**src/rtl/ripple_carry_adder_pkg.sv**
```systemverilog
// Shared datapath constants and helpers for the ripple-carry adder.
// Imported by the adder top level.
package ripple_carry_adder_pkg;

   localparam int RCA_DEFAULT_WIDTH = 4;

   // Signed overflow: the carry into the MSB disagrees with the carry out.
   function automatic logic rca_ovf(
      input logic c_into_msb,
      input logic c_out_msb
   );
      return c_into_msb ^ c_out_msb;
   endfunction

endpackage

```
**src/rtl/ripple_carry_adder_full_adder.sv**
```systemverilog
// One-bit full adder cell.
// Purely combinational link in the ripple carry chain.
module full_adder (
   input  logic a,
   input  logic b,
   input  logic c_in,
   output logic s,
   output logic c_out
);

   logic p;

   // Propagate term, reused by the sum and carry logic.
   always_comb begin
      p     = a ^ b;
      s     = p ^ c_in;
      c_out = (a & b) | (c_in & p);
   end

endmodule

```
**src/rtl/ripple_carry_adder.sv**
```systemverilog
// N-bit ripple-carry adder with a registered result stage.
// Result, carry out and signed overflow are captured with a valid flag.
module ripple_carry_adder
   import ripple_carry_adder_pkg::*;
#(
   parameter int WIDTH = RCA_DEFAULT_WIDTH
) (
   input  logic             clk,
   input  logic             rst,
   input  logic             in_valid,
   input  logic [WIDTH-1:0] a,
   input  logic [WIDTH-1:0] b,
   input  logic             c_in,
   output logic [WIDTH-1:0] s,
   output logic             c_out,
   output logic             overflow,
   output logic             out_valid
);

   logic [WIDTH:0]   carry;
   logic [WIDTH-1:0] sum_d;
   logic             c_out_d;
   logic             ovf_d;

   logic [WIDTH-1:0] s_q;
   logic             c_out_q;
   logic             ovf_q;
   logic             valid_q;

   assign carry[0] = c_in;

   for (genvar i = 0; i < WIDTH; i++) begin : g_fa
      full_adder u_fa (
         .a     (a[i]),
         .b     (b[i]),
         .c_in  (carry[i]),
         .s     (sum_d[i]),
         .c_out (carry[i+1])
      );
   end

   // Next-state result taken from the end of the carry chain.
   always_comb begin
      c_out_d = carry[WIDTH];
      ovf_d   = rca_ovf(carry[WIDTH-1], carry[WIDTH]);
   end

   // Output stage: capture on valid, hold data while idle.
   always_ff @(posedge clk) begin
      if (rst) begin
         s_q     <= '0;
         c_out_q <= 1'b0;
         ovf_q   <= 1'b0;
         valid_q <= 1'b0;
      end else begin
         valid_q <= in_valid;
         if (in_valid) begin
            s_q     <= sum_d;
            c_out_q <= c_out_d;
            ovf_q   <= ovf_d;
         end
      end
   end

   assign s         = s_q;
   assign c_out     = c_out_q;
   assign overflow  = ovf_q;
   assign out_valid = valid_q;

endmodule

```
**config.mk**
```make
export PLATFORM = sky130hd
export DESIGN_NAME = ripple_carry_adder
export DESIGN_NICKNAME = d
export VERILOG_FILES = /design/src/rtl/ripple_carry_adder_pkg.sv /design/src/rtl/ripple_carry_adder_full_adder.sv /design/src/rtl/ripple_carry_adder.sv
export SDC_FILE = /design/constraint.sdc
export NUM_CORES = 1
export LEC_CHECK = 0
export CORE_AREA = 4 4 41 43
export CTS_BUF_LIST = sky130_fd_sc_hd__clkbuf_8
export DETAILED_ROUTE_END_ITERATION = 8
export DIE_AREA = 0 0 45 47
export HOLD_SLACK_MARGIN = 0.05
export PLACE_DENSITY = 0.62
export SYNTH_ARGS = -nofsm -noshare
export SYNTH_HDL_FRONTEND = slang
export SYNTH_SLANG_ARGS = --single-unit
```
**constraint.sdc**
```tcl
create_clock -name clk -period 3.3 [get_ports clk]
set_input_delay 0.495 -clock clk [delete_from_list [all_inputs] [get_ports clk]]
set_output_delay 0.495 -clock clk [all_outputs]
set_load 0.02 [all_outputs]
```
## Word-level counts from Yosys, hierarchy flattened

Index checks and enable logic that the tools add are counted.

- Output and inout port bits: 7
- Logic and storage cells: 25
- Input bits: 12
- Register bits: 7

- Bitwise logic cells: 21

Operators with widths:

| cell | count |
|---|---|
| $xor 1x1->1 | 9 |
| $and 1x1->1 | 8 |
| $or 1x1->1 | 4 |

## Depth between registers and ports, before layout

- Depth after elaboration: 10
- Depth in mapped cells: 9

## Cells and area by module

A second synthesis with hierarchy kept.

- Cells, all modules: 26
- Area total of the unflattened synthesis: 331.6 sq um

By module, submodules not included:

| module | cells each | sequential area each (sq um) | area an instance (sq um) | instances |
|---|---|---|---|---|
| ripple_carry_adder | 22 | 140.1 | 251.5 | 1 |
| full_adder | 1 | 0.0 | 20.0 | 4 |

## Least setup slack after synthesis

OpenSTA, ideal clock, no wires.

- Kind: in2reg
- From: input a[0]
- To: register s_q[3] (netlist: s[3])
- Path buffers: 0
- Setup slack: 1.007 ns
- Required time: 3.214 ns
- Library setup time: 0.086 ns
- Stages: 8
- Arrival: 2.207 ns
- Cell sequence: fa_1 -> inv_1 -> fa_1 -> inv_1 -> fa_1 -> inv_1 -> fa_1 -> a211oi_1

- Word-level cells in the longest chain between the ends: 8

Ends and longest elaborated chain:

| item | line | RTL |
|---|---|---|
| from (decl) | ripple_carry_adder.sv:11 | `input logic [WIDTH-1:0] a,` |
| $xor 1x1->1 | ripple_carry_adder_full_adder.sv:15 | `p = a ^ b;` |
| $and 1x1->1 | ripple_carry_adder_full_adder.sv:17 | `c_out = (a & b) \| (c_in & p);` |
| $or 1x1->1 (*) | ripple_carry_adder_full_adder.sv:17 |  |
| $and 1x1->1 (*) | ripple_carry_adder_full_adder.sv:17 |  |
| $or 1x1->1 (*) | ripple_carry_adder_full_adder.sv:17 |  |
| $and 1x1->1 (*) | ripple_carry_adder_full_adder.sv:17 |  |
| $or 1x1->1 (*) | ripple_carry_adder_full_adder.sv:17 |  |
| $xor 1x1->1 (*) | ripple_carry_adder_full_adder.sv:16 | `s = p ^ c_in;` |
| to (signal assigned) | ripple_carry_adder.sv:58 | `s_q <= sum_d;` |
| to (decl) | ripple_carry_adder.sv:25 | `logic [WIDTH-1:0] s_q;` |

Mark *: on every way between the ends. The rest lies on a longest branch, timed or not.
A chain may end at the register's enable or synchronous reset.

## Worst setup path in the final report

Ends and elaborated chain as after synthesis.

==> reports/qor.yml <==
status:
  status: "finished, final reports clean"
synthesis:
  synth-edff-count: 0
  syn-cell-area_um2: 362
  synth_top_cell_area_share_pct: 38.8
  synthTopCellsByCount: "dfxtp_1 (7), inv_1 (7), fa_1 (4)"
  ys_types: 12
  synth_seq_cells: 7
  synth-async-reset-ratio_pct: 0
  yosysSeqAreaShare_pct: 38.8
  syn-num-nets: 49
  yosys_most_used_dff: "dfxtp_1"
  synthTopCellsByArea: "dfxtp_1 (39%), fa_1 (22%), inv_1 (7.3%)"
  yosys_warnings: 0
  yosys.area.top_type: "dfxtp_1"
  synthCells: 33
  avgSynthCellArea_um2: 11.0
global_routing:
  antenna_found_initial: 0
  grt_pass1_wl_um: 1200
  overflow: 0
  grt_usage_pct: 8.36
  grt_max_degree: 11
  grt_pass1_vias: 288
floorplan:
  die_h_um: 47
  coreArea_mm2: 0.00130
  dieWidth_um: 45
  fp-row-count: 13
  die_area_mm2: 0.00212
  io_pins: 19
  start_util_pct: 27.8
cts:
  worstSkewPairLatency_ns: 0.22
  cts.root.buffer_cell: "clkbuf_8"
  cts_hold_buf: 0
  cts.sinks: 7
  max-clock-path-buffers: 2
  cts.repair.resized: 0
  htreeDepth: 1
  path_clk_slew_ns: 0.04
  cts_buffers: 3
  cts_setup_buffers: 0
  cts_tree: "yes"
min_path:
  worstHoldPathType: "reg -> reg"
sta:
  finalCritPeriodShare_pct: 78.4
  setup-tns-final_ns: 0
  fmax_mhz: 387
  setup_viol_count_final: 0
  holdWs_ns: 0.476
  worstMarginPinSlew_ns: 0.426
  max_slew_margin_pct: 71.5
  grt_setup_unrepaired: "false"
  skew_ns: 0
  hold_violations: 0
  final-max-slew-violation-count: 0
  period_minus_slack_ns: 2.59
final_layout:
  fill_cells: 137
  layout.nets: 71
  antenna_cells: 0
  syn_to_final_growth_pct: 64.4
  final_core_util_pct: 45.7
  drive_above_1_share_pct: 11.1
power:
  cellPowerDensity_mw_per_mm2: 472
  p_leak_nw: 0.264
  ir_worst_vdd_mv: 0.315
worst_setup_path:
  crit_path_frequent_cell: "fa_1"
  cp_num_buf_inv: 4
  cp_slowest_cell: "clkdlybuf4s50_1"
  critPathMaxFanout: 2
  endpoint_kind: "flip-flop"
  required_ns: 3.44
  slowest_delay_ns: 0.43
  path_cells: "clkdlybuf4s50_1, fa_1, inv_1, fa_1, inv_1, fa_1, inv_1, fa_1, a211oi_1"
  critPathLaunchType: "input pin"
  path_delay_family: "adder cells"
  arrival_ns: 2.72
  critPathKind: "in -> reg"
route:
  wl_um: 700
  routed_via_density: 4.13
  ant_nets: 0
  drc: 0
  drtPass1Iterations: 2
  vias: 285
  drt_iter0_drc: 7
  routedWlPerCell_um: 10.1
flow_run:
  cap_violations: 0
placement:
  dp_hpwl_um: 561
  io_buffers: 18
  gp_congestion: 0.648
-- flip-flops by register name, indices dropped and copies added, names as in the netlist --
name	cells
c_out	1
out_valid	1
overflow	1
s	4
-- area by class of cell --
cell class | count | area (um^2) | share of cell area (%)
clock inverters | 1 | 3.75 | 0.632
multi-input cells | 18 | 184 | 30.9
flip-flops and latches | 7 | 140 | 23.6
inverters | 7 | 26.3 | 4.42
repair buffers | 18 | 180 | 30.3
well taps | 15 | 18.8 | 3.16
clock buffers | 3 | 41.3 | 6.95
-- tightest hold or removal path, cell delays in order, from the launching register on --
cell and delay, ns:
dfxtp_1 0.31, nor2_2 0.07, a211oi_1 0.05
-- stage by stage --
| step | worst slack [ns] | instance area (um^2) | power, mW | instances |
|---|---|---|---|---|
| 2_1_floorplan | 1.01 | 362 | 0.132 | 33 |
| 3_3_place_gp | 0.495 | 549 | 0.166 | 65 |
| 3_5_place_dp | 0.458 | 549 | 0.166 | 65 |
| 4_1_cts | 0.688 | 594 | 0.285 | 69 |
| 5_1_grt | 0.611 | 594 | 0.298 | 69 |
| 6_report | 0.714 | 594 | 0.281 | 69 |
-- per-layer routing --
metal | track usage (%) | vias up | part of all wire (%)
met5 | 0 | - | 0
li1 | - | 144 | -
met2 | 12.1 | 12 | 47
met4 | 3.51 | 0 | 0.57
met1 | 9.30 | 127 | 42
met3 | 6.13 | 2 | 11
-- path summary, 6_finish.rpt --
check	startpoint	endpoint	slack (ns)	cells past startpoint
hold / removal	s[3]$_SDFFE_PP0P_	s[3]$_SDFFE_PP0P_	0.48	2
setup reg to reg	overflow$_SDFFE_PP0P_	overflow$_SDFFE_PP0P_	2.60	2
hold reg to reg	s[3]$_SDFFE_PP0P_	s[3]$_SDFFE_PP0P_	0.48	2
setup / recovery	a[0]	s[3]$_SDFFE_PP0P_	0.71	9
-- power breakdown --
part / switching [mW] / internal (mW) / total [mW]
Clock: 0.0364 / 0.0803 / 0.117
Sequential: 0.00415 / 0.0929 / 0.0970
Combinational: 0.0293 / 0.0376 / 0.0668
Total: 0.0698 / 0.211 / 0.281
-- cells in the final DEF, fill, tap and decap left out --
cell and n:
clkdlybuf4s50_1 18, inv_1 8, dfxtp_1 7, fa_1 4, nor2_1 3, a211oi_1 3
clkbuf_8 3, mux2i_1 2, nor2_2 2, nor2b_4 1, xnor2_1 1, nor3b_1 1
a21o_1 1
-- cell families (layout without fill, tap and decap cells) --
logic type,count (synthesis),in the layout,share of synthesized area (%)
AO/OA/AOI/OAI,4,4,8.30
buffers and inverters,8,29,10.4
flip-flops,7,7,38.8
adder cells (fa/ha/maj),4,4,22.1
AND/OR/NAND/NOR,7,7,12.5
multiplexers,2,2,5.54
XOR/XNOR,1,1,2.42
(Power assumes the default switching activity.)
